### src/rtl/cin_pkg.sv
// rtl/cin_pkg.sv - carry-in source select encodings and size limits
package cin_pkg;

    localparam int CIN_SEL_W = 3;
    localparam int MAX_LANES = 8;
    localparam int MAX_DEPTH = 4;

    localparam logic [CIN_SEL_W-1:0] CIN_SEL_ZERO  = 3'd0;
    localparam logic [CIN_SEL_W-1:0] CIN_SEL_ONE   = 3'd1;
    localparam logic [CIN_SEL_W-1:0] CIN_SEL_EXT   = 3'd2;
    localparam logic [CIN_SEL_W-1:0] CIN_SEL_OPM5  = 3'd3;
    localparam logic [CIN_SEL_W-1:0] CIN_SEL_FB    = 3'd4;
    localparam logic [CIN_SEL_W-1:0] CIN_SEL_CHAIN = 3'd5;

endpackage

### src/rtl/cin_pipe_stage.sv
// rtl/cin_pipe_stage.sv - one carry pipeline stage: {valid, carries} register
module cin_pipe_stage #(
    parameter int W = 2
) (
    input  logic         CLK,
    input  logic         RSTN,
    input  logic         RST,
    input  logic         CE,
    input  logic [W-1:0] D,
    output logic [W-1:0] Q
);

    always_ff @(posedge CLK or negedge RSTN) begin
        if (!RSTN) begin
            Q <= '0;
        end else if (RST) begin
            Q <= '0;
        end else if (CE) begin
            Q <= D;
        end
    end

endmodule

### src/rtl/carryin_pipe.sv
// rtl/carryin_pipe.sv - multi-lane carry-in source mux, feedback regs and DEPTH-stage pipe
// Define CARRYIN_FWD_EN to bypass same-cycle CARRYOUT into the FB/CHAIN sources.
module carryin_pipe
    import cin_pkg::*;
#(
    parameter int LANES = 1,
    parameter int DEPTH = 1
) (
    input  logic                 CLK,
    input  logic                 RSTN,
    input  logic                 RSTCARRYIN,
    input  logic                 CECARRYIN,
    input  logic [CIN_SEL_W-1:0] SEL,
    input  logic [LANES-1:0]     CARRYIN,
    input  logic                 OPMODE5,
    input  logic                 IN_VALID,
    input  logic [LANES-1:0]     CARRYOUT,
    input  logic                 CARRYOUT_VLD,
    input  logic                 CARRYOUT_CLR,
    output logic [LANES-1:0]     CIN,
    output logic                 OUT_VALID,
    output logic [LANES-1:0]     FB_CARRY
);

    logic [LANES-1:0] fb_q;
    logic [LANES-1:0] fb;
    logic [LANES-1:0] chain;
    logic [LANES-1:0] sel_vec;
    logic [LANES:0]   pipe [DEPTH+1];

    // Feedback registers run independently of the pipeline clock enable.
    always_ff @(posedge CLK or negedge RSTN) begin
        if (!RSTN) begin
            fb_q <= '0;
        end else if (RSTCARRYIN) begin
            fb_q <= '0;
        end else if (CARRYOUT_CLR) begin
            fb_q <= '0;
        end else if (CARRYOUT_VLD) begin
            fb_q <= CARRYOUT;
        end
    end

    assign FB_CARRY = fb_q;

`ifdef CARRYIN_FWD_EN
    assign fb = (CARRYOUT_VLD && !CARRYOUT_CLR) ? CARRYOUT : fb_q;
`else
    assign fb = fb_q;
`endif

    // Chaining: each lane takes the previous lane's carry-out, lane 0 the external carry.
    assign chain[0] = CARRYIN[0];
    for (genvar i = 1; i < LANES; i++) begin : g_chain
        assign chain[i] = fb[i-1];
    end

    always_comb begin
        sel_vec = '0;
        case (SEL)
            CIN_SEL_ONE:   sel_vec = '1;
            CIN_SEL_EXT:   sel_vec = CARRYIN;
            CIN_SEL_OPM5:  sel_vec = {LANES{OPMODE5}};
            CIN_SEL_FB:    sel_vec = fb;
            CIN_SEL_CHAIN: sel_vec = chain;
            default:       sel_vec = '0;
        endcase
    end

    assign pipe[0] = {IN_VALID, sel_vec};

    for (genvar k = 1; k <= DEPTH; k++) begin : g_stage
        cin_pipe_stage #(.W(LANES + 1)) u_stage (
            .CLK  (CLK),
            .RSTN (RSTN),
            .RST  (RSTCARRYIN),
            .CE   (CECARRYIN),
            .D    (pipe[k-1]),
            .Q    (pipe[k])
        );
    end

    assign CIN       = pipe[DEPTH][LANES-1:0];
    assign OUT_VALID = pipe[DEPTH][LANES];

endmodule

### config.mk
export PLATFORM = sky130hd
export DESIGN_NAME = carryin_pipe
export DESIGN_NICKNAME = d
export VERILOG_FILES = /design/src/rtl/cin_pkg.sv /design/src/rtl/cin_pipe_stage.sv /design/src/rtl/carryin_pipe.sv
export SDC_FILE = /design/constraint.sdc
export NUM_CORES = 1
export LEC_CHECK = 0
export BUFFER_PORTS_ARGS = -buffer_cell sky130_fd_sc_hd__buf_2
export CORE_AREA = 5 5 42 44
export CTS_CLUSTER_SIZE = 20
export DETAILED_ROUTE_END_ITERATION = 8
export DIE_AREA = 0 0 47 49
export PLACE_DENSITY_LB_ADDON = 0.2
export SYNTH_ARGS = -nofsm -noshare
export SYNTH_HDL_FRONTEND = slang
export SYNTH_SLANG_ARGS = --single-unit
### constraint.sdc
create_clock -name CLK -period 0.9 [get_ports CLK]
set_input_delay 0.045 -clock CLK [delete_from_list [all_inputs] [get_ports CLK]]
set_output_delay 0.045 -clock CLK [all_outputs]
set_load 0.03 [all_outputs]
# Word-level counts from Yosys, hierarchy flattened
# Index checks and enable logic that the tools add are counted.
[totals]
output_inout_bits = 3
reg_bits = 3
word_cells = 16
input_bits = 13
[classes]
reduce_logical = 3
muxes = 6
eq_ne = 5
[op_table]
columns = ["cell", "n"]
rows = [
  ["== test 3 x 2 -> 1 bit, second input constant", 2],
  ["== test 3 bit, second input constant", 2],
  ["2-to-1 mux 2 bit", 2],
  ["one-hot mux 1 bit (4 select lines)", 1],
  ["== test 3 x 1 -> 1 bit, second input constant", 1],
  ["2-to-1 mux 1 bit", 3],
  ["nonzero test 3 bit", 1],
  ["nonzero test 2 bit", 1],
  ["OR reduction 2 bit", 1],
]

# Longest topological paths before layout
# Gate-level depths: netlist (run 1).
[depth]
depth_word = 5
mapped_depth = 3
depth_no_buf = 3

# Modules after synthesis
# From an unflattened synthesis (run 1), not the netlist that was laid out.
[unflattened]
hier_cells = 17
area_unflattened_um2 = 160.2
[modules_own_cells]
columns = ["module", "cells_per_inst", "area_per_inst_um2", "n_inst", "seq_area_each_um2"]
rows = [
  ["carryin_pipe", 11, 82.6, 1, 25.0],
  ["cin_pipe_stage", 6, 77.6, 1, 50.0],
]

# Least setup slack after synthesis (run 1)
# OpenSTA, ideal clock, no wires.
[synth_timing]
kind = "reg-to-reg"
start = "reg fb_q, in the netlist FB_CARRY"
end = "reg g_stage[1].u_stage.Q[0]"
t_required_ns = 0.778
setup_slack_ns = -0.248
arrival_time_ns = 1.026
setup_time_ns = 0.122
n_path_buf = 0
stages_incl_launch_ff = 3
synth_period_minus_slack_ns = 1.148
cell_sequence = "dfrtp_1 > a211o_1 > a32o_1"
[synth_between]
elab_chain_len = 3
[synth_rtl]
columns = ["item", "line", "text"]
rows = [
  ["start: declaration", "carryin_pipe.sv:25", "logic [LANES-1:0] fb_q;"],
  ["start signal: assignment", "carryin_pipe.sv:34", "fb_q <= '0;"],
  ["start signal: assignment", "carryin_pipe.sv:36", "fb_q <= '0;"],
  ["start signal: assignment", "carryin_pipe.sv:38", "fb_q <= '0;"],
  ["one-hot mux 1 bit (4 select lines)", "carryin_pipe.sv:60", "case (SEL)"],
  ["2-to-1 mux 2 bit", "cin_pipe_stage.sv:18", "end else if (CE) begin"],
  ["2-to-1 mux 2 bit", "cin_pipe_stage.sv:16", "end else if (RST) begin"],
  ["end signal: assignment", "cin_pipe_stage.sv:15", "Q <= '0;"],
  ["end signal: assignment", "cin_pipe_stage.sv:17", "Q <= '0;"],
  ["end signal: assignment", "cin_pipe_stage.sv:19", "Q <= D;"],
  ["end: declaration", "cin_pipe_stage.sv:10", "output logic [W-1:0] Q"],
]
# Every way passes these cells. The select of a mux whose other input is x is not followed.
# A chain may end at the register's enable or synchronous reset.

# Final worst setup path (run 1)
# Ends and elaborated chain as after synthesis.

==> results of run 1 <==
[Yosys cell counts]
cell type,count,area [um2]
nand2b_1,1,6.260
o21bai_1,1,7.510
dfrtp_1,3,75.07
nor2_1,2,7.510
a211o_1,1,8.760
a32o_1,1,10.01
o21ai_2,1,8.760
nor2b_1,1,6.260
nor3_1,1,5.000
a21oi_1,1,5.000
mux2i_1,2,20.02
and2b_1,1,7.510
[state kept, by name, indices dropped and copies added, names as in the netlist]
signal             cells
g_stage.u_stage.Q      2
FB_CARRY               1
[path summary, 6_finish.rpt]
path	slack (ns)	cells after the start	endpoint
setup / recovery	-0.08	2	g_stage[1].u_stage.Q[0]
hold / removal	0.02	2	g_stage[1].u_stage.Q[1]
setup reg to reg	-0.08	2	g_stage[1].u_stage.Q[0]
hold reg to reg	0.50	1	g_stage[1].u_stage.Q[0]
max in group asynchronous	0.63	2	FB_CARRY
min in group asynchronous	0.14	2	g_stage[1].u_stage.Q[0]
[power groups by stage]
stage,Sequential [W],Combinational [W],Clock [W]
after floorplan,0.000162,0.0000245,0
after global placement,0.000147,0.0000841,0
after detailed placement,0.000148,0.0000865,0
after CTS,0.000147,0.0000956,0.000240
after global routing,0.000147,0.000105,0.000255
final,0.000146,0.0000945,0.000228
[final cells by class]
cell class                 count  area, um2
sequential                     3      76.32
tap                           16      20.02
multi-input combinational     13      92.59
fill                         158       1077
clock buffer                   4      26.28
timing repair buffer          18      108.9
[worst max-delay path: cells and delay by family, from the launching register on]
family          cells  cell delay [ns]
flops               1             0.39
compound gates      2             0.47
[layout by cell type (no fill, tap or decap)]
cell | synthesis | routed
buf_2 | 0 | 14
clkbuf_4 | 0 | 3
mux2i_1 | 2 | 2
nor2_1 | 2 | 2
dfrtp_1 | 3 | 2
dlygate4sd3_1 | 0 | 2
dfrtp_2 | 0 | 1
nor3_1 | 1 | 1
nor2b_1 | 1 | 1
and2b_1 | 1 | 1
o21ai_2 | 1 | 1
a211o_1 | 1 | 1
o21bai_1 | 1 | 1
nand2b_1 | 1 | 1
a21oi_1 | 1 | 1
a32o_1 | 1 | 1
clkbuf_1 | 0 | 1
buf_6 | 0 | 1
buf_4 | 0 | 1
[cells by family (layout without fill, tap and decap cells)]
logic type      count (synthesis)  count (layout)  synth area share, %
compound gates                  5               5                23.88
buf+inv                         0              22                    0
flops                           3               3                44.77
mux                             2               2                11.94
simple gates                    6               6                19.41
[layer usage]
metal  up-vias  share of wire [%]
met5         -                  0
met4         0                  0
met3         0                 20
met2        18                 34
met1        84                 46
li1        102                  -
[through the flow]
stage / hold WS (ns) / util (%) / TNS, ns
global route: 0.01768 / 23.13 / -0.1954
finish: 0.01723 / 23.13 / -0.1049
global placement: -0.1565 / 19.38 / -0.04668
detailed placement: -0.1540 / 19.38 / -0.08601
floorplan: -0.2506 / - / -0.1515
CTS: 0.01356 / 23.13 / -0.1331
[repair_timing]
item,in CTS,in global routing
hold buffers,2,0
resized for setup,2,0
endpoints found under the setup margin,2,2
hold endpoints to repair,4,0
==> summary.md, run 1 <==
| Metric | Value |
|---|---|
| Status | finished, violations left |
| Failing checks | setup timing |
| Die height | 49 um |
| Critical path origin | FB_CARRY |
| Pwr dens | 1448 nW/um2 |
| Worst reg2reg path startpoint | FB_CARRY |
| Cells after synthesis | 16 |
| Pre-antenna DRT Iters | 4 |
| Fin. Hold Viols | 0 |
| Syn Area/Cell | 10.48 um2 |
| Largest net degree at the start of global routing | 5 |
| PnR Total Power | 0.0004691 W |
| Vias | 204 |
| Fmax | 1024 MHz |
| Setup crit start kind | flop |
| Share of cells above drive strength 1 | 55.26% |
| Aggregate global routing overflow | 0 |
| Chip Width | 47 um |
| Register bit total from synthesis | 3 |
| Number of port buffers | 15 |
| Crit share post-route | 108.5% |
| Max Cap Violations | 0 |
| Cell variety after synth | 12 |
| HPWL Detailed | 464.2 um |
| Clock share of power | 48.6% |
| CTS tree | yes |
| # nets final | 52 |
| Worst VDD drop | 0.7465 mV |
| Cells after DPL | 48 |
| Row Count | 14 |
| Initial DRC Count | 2 |
| Register area share after synthesis | 44.78% |
| Comb pwr share | 20.1% |
| Syn_nets | 29 |
| Met2 Use GR | 8.145% |
| Sequential share of power | 31.2% |
| # setup viols final | 2 |
| Hold path start | RSTCARRYIN |
| Place WS | -0.08601 ns |
| Post-CTS Setup Inserts | 0 |
| Tightest Pin Transition | 0.1206 ns |
| Worst endpoint required time | 1.01 ns |
| Hold/Removal Path Class | primary input to flop |
| Internal Power | 0.0003575 W |
| Design Area, Final | 324.1 um2 |
| Slowest cell on crit path | dfrtp_2 |
| CTS Sinks | 3 |
| Worst-skew pair later-pin latency | 0.23 ns |
| Initial core utilization | 11.96% |
| Core Region | 1401 um2 |
| Fin crit period | 0.9764 ns |
| NetSw | 0.0001116 W |
| Critical path peak fanout | 2 |
| Number of antenna violations at the first check in global routing | 0 |
| CP cell instances | a211o_1 -> a32o_1 |
| Crit path largest cell delay | 0.39 ns |
| Most Crowded Layer GR | met2 |
| Total Routing Usage GR | 6.206% |
| # IOs | 16 |
| Grt met3 use | 6.273% |
| Vias in the first global route | 240 |
| DR vias/cell | 3.778 |
| H-tree depth | 1 |
| Wirelength per Cell | 10.46 um |
| Critical path class | flop to flop |
| CTS Buf Count | 3 |
| Switching share of total power | 23.79% |
| Longest Clk Path Bufs | 2 |
| Die Area | 2303 um2 |
| DP Area | 271.5 um2 |
| First-pass GRT wire length | 972 um |
| YS warnings | 0 |
| Final std cells w/o fill | 54 |
| RSZ-0062 raised after global routing | true |
| Antenna Cells | 0 |
| Area growth syn-to-layout | 93.28% |
| Slew Limit Fails | 0 |
| Root Driver | clkbuf_4 |
| Relative slew slack | 91.73% |
| Placer Congestion | 0.7467 |
| Routed Antenna Nets | 0 |
| Crit path capture type | flop |
| Mapped Area | 167.7 um2 |
| GR Util met1 | 7.064% |
| DRC | 0 |
| Data arrival, critical path | 1.09 ns |
| Clock Skew | 0.003641 ns |
| Leakage | 0.1690 nW |
| Final WS setup | -0.07637 ns |
| Detailed Route WL | 565 um |
| Clock-pin slew on the worst setup and hold paths | 0.04 ns |
No activity file was read; power rests on OpenSTA's default activity.
==> inputs of run 2 (changes only) <==
==> constraint.sdc (replaced) <==
create_clock -name CLK -period 0.9 [get_ports CLK]
set_input_delay 0.18 -clock CLK [delete_from_list [all_inputs] [get_ports CLK]]
set_output_delay 0.18 -clock CLK [all_outputs]
set_load 0.03 [all_outputs]
==> summary.md, run 2 (same netlist as run 1, synthesis figures left out) <==
| Metric | Value |
|---|---|
| Status | finished, violations left |
| Failing checks | setup timing |
| Clock share of power | 47.8% |
| Most flops, register | g_stage.u_stage.Q |
| Antenna Cells | 0 |
| Clock Skew | 0.003638 ns |
| Worst-skew pair later-pin latency | 0.23 ns |
| Largest net degree at the start of global routing | 5 |
| Fin. Hold Viols | 0 |
| Placer Congestion | 0.7467 |
| Longest Clk Path Bufs | 2 |
| Vias | 199 |
| Critical path peak fanout | 2 |
| CP cell instances | buf_6 -> buf_6 |
| Data arrival, critical path | 0.87 ns |
| Max Cap Violations | 0 |
| NetSw | 0.0001148 W |
| Vias in the first global route | 248 |
| Cell family with most CP delay | flip-flops |
| Die Area | 2303 um2 |
| Worst endpoint required time | 0.72 ns |
| Share of cells above drive strength 1 | 57.89% |
| Critical path origin | FB_CARRY |
| Final std cells w/o fill | 54 |
| Setup crit start kind | flop |
| Hold/Removal Path Class | primary input to flop |
| Crit path capture type | output pin |
| # setup viols final | 4 |
| Largest register FFs | 2 |
| Die height | 49 um |
| Cells after DPL | 48 |
| CTS Sinks | 3 |
| CTS Buf Count | 3 |
| Slew Limit Fails | 0 |
| Worst reg2reg path startpoint | FB_CARRY |
| Initial DRC Count | 1 |
| # nets final | 52 |
| Internal Power | 0.0003650 W |
| Tightest Pin Transition | 0.1207 ns |
| DRC | 0 |
| Stages on worst setup path | 2 |
| Number of port buffers | 15 |
| Root Driver | clkbuf_4 |
| R2R Setup Slk | -0.12 ns |
| Row Count | 14 |
| Most frequent cells in the layout | 12 x buf_2, 4 x buf_6, 3 x clkbuf_4 |
| Fin crit period | 1.049 ns |
| FF-to-FF End | g_stage[1].u_stage.Q[0] |
| Worst r2r path cells | 2 |
| Pre-antenna DRT Iters | 2 |
| # IOs | 16 |
| Commonest non-fill, non-tap cell in the layout | buf_2 |
| Worst VDD drop | 0.7545 mV |
| Final WS setup | -0.1492 ns |
| Aggregate global routing overflow | 0 |
| Area growth syn-to-layout | 101.5% |
| Most used cell, CP | buf_6 |
| Worst setup path endpoint | FB_CARRY |
| Final TNS setup | -0.3387 ns |
| # fillers | 158 |
| Routed Antenna Nets | 0 |
| Fmax | 953.1 MHz |
| Detailed Route WL | 569 um |
| Crit share post-route | 116.6% |
| First-pass GRT wire length | 924 um |
| Crit path buf inv count | 2 |
| Relative slew slack | 91.73% |
| Number of antenna violations at the first check in global routing | 0 |
| Wirelength per Cell | 10.54 um |
| HPWL Detailed | 464.2 um |
| Critical path class | flop to output pin |
| Leakage | 0.1729 nW |
| Crit path largest cell delay | 0.40 ns |
| CTS tree | yes |
| Total Routing Usage GR | 5.853% |
| H-tree depth | 1 |
| Comb pwr share | 21.4% |
| Pwr dens | 1420 nW/um2 |
| Hold WS | 0.1111 ns |
| Sequential share of power | 30.8% |
| Slowest cell on crit path | dfrtp_2 |
| RSZ-0062 raised after global routing | true |
| DR vias/cell | 3.685 |
| Core Region | 1401 um2 |
| Clock-pin slew on the worst setup and hold paths | 0.03 ns |
| Switching share of total power | 23.94% |
| Chip Width | 47 um |
| Initial core utilization | 11.96% |
[run 2: worst min-delay path by stage]
stage                  from                       to  slack (ns)  cells past startpoint
2_1_floorplan          RSTN                 FB_CARRY       -0.12                      0
3_3_place_gp           RSTN  g_stage[1].u_stage.Q[1]       -0.02                      1
3_5_place_dp           RSTN  g_stage[1].u_stage.Q[1]       -0.02                      1
4_1_cts        CARRYOUT_CLR                 FB_CARRY        0.11                      2
5_1_grt        CARRYOUT_CLR                 FB_CARRY        0.11                      2
6_report       CARRYOUT_CLR                 FB_CARRY        0.11                      2
[run 2: routing by layer]
metal | vias up | GRT usage (%) | share of wire [%]
met3 | 0 | 5.904 | 18
met1 | 79 | 6.623 | 48
met4 | 0 | 1.382 | 0
met2 | 18 | 7.692 | 34
li1 | 102 | - | -
met5 | - | 0 | 0
[run 2: per-stage QoR]
stage                     power (W)  worst slack [ns]  util (%)  area (um2)
after global placement    0.0002314          -0.04668     19.38       271.5
after detailed placement  0.0002345          -0.08601     19.38       271.5
after CTS                 0.0004872           -0.1657     23.57       330.3
after global routing      0.0005157           -0.1856     24.11       337.8
final                     0.0004798           -0.1492     24.11       337.8
after floorplan           0.0001864           -0.1515         -       168.9
[run 2: power by group through the flow]
stage               logic [W]  registers, W  clock network (W)
finish               0.000103      0.000148           0.000229
global route         0.000112      0.000149           0.000255
CTS                 0.0000995      0.000148           0.000240
detailed placement  0.0000865      0.000148                  0
global placement    0.0000841      0.000147                  0
floorplan           0.0000245      0.000162                  0
[run 2: final cells by class]
cell class / count / area (um2) / area share (%)
well taps: 16 / 20.02 / 5.926
clock buffers: 4 / 26.28 / 7.778
flip-flops and latches: 3 / 76.32 / 22.59
multi-input cells: 13 / 92.59 / 27.41
repair buffers: 18 / 122.6 / 36.30
[run 2: timing repair]
action | CTS | global route
pin swaps | 1 | 0
gates resized for setup | 7 | 0
hold buffers | 1 | 0
buffers inserted | 0 | 1
hold endpoints to repair | 3 | 0
endpoints found under the setup margin | 4 | 4
gates cloned | 0 | 0
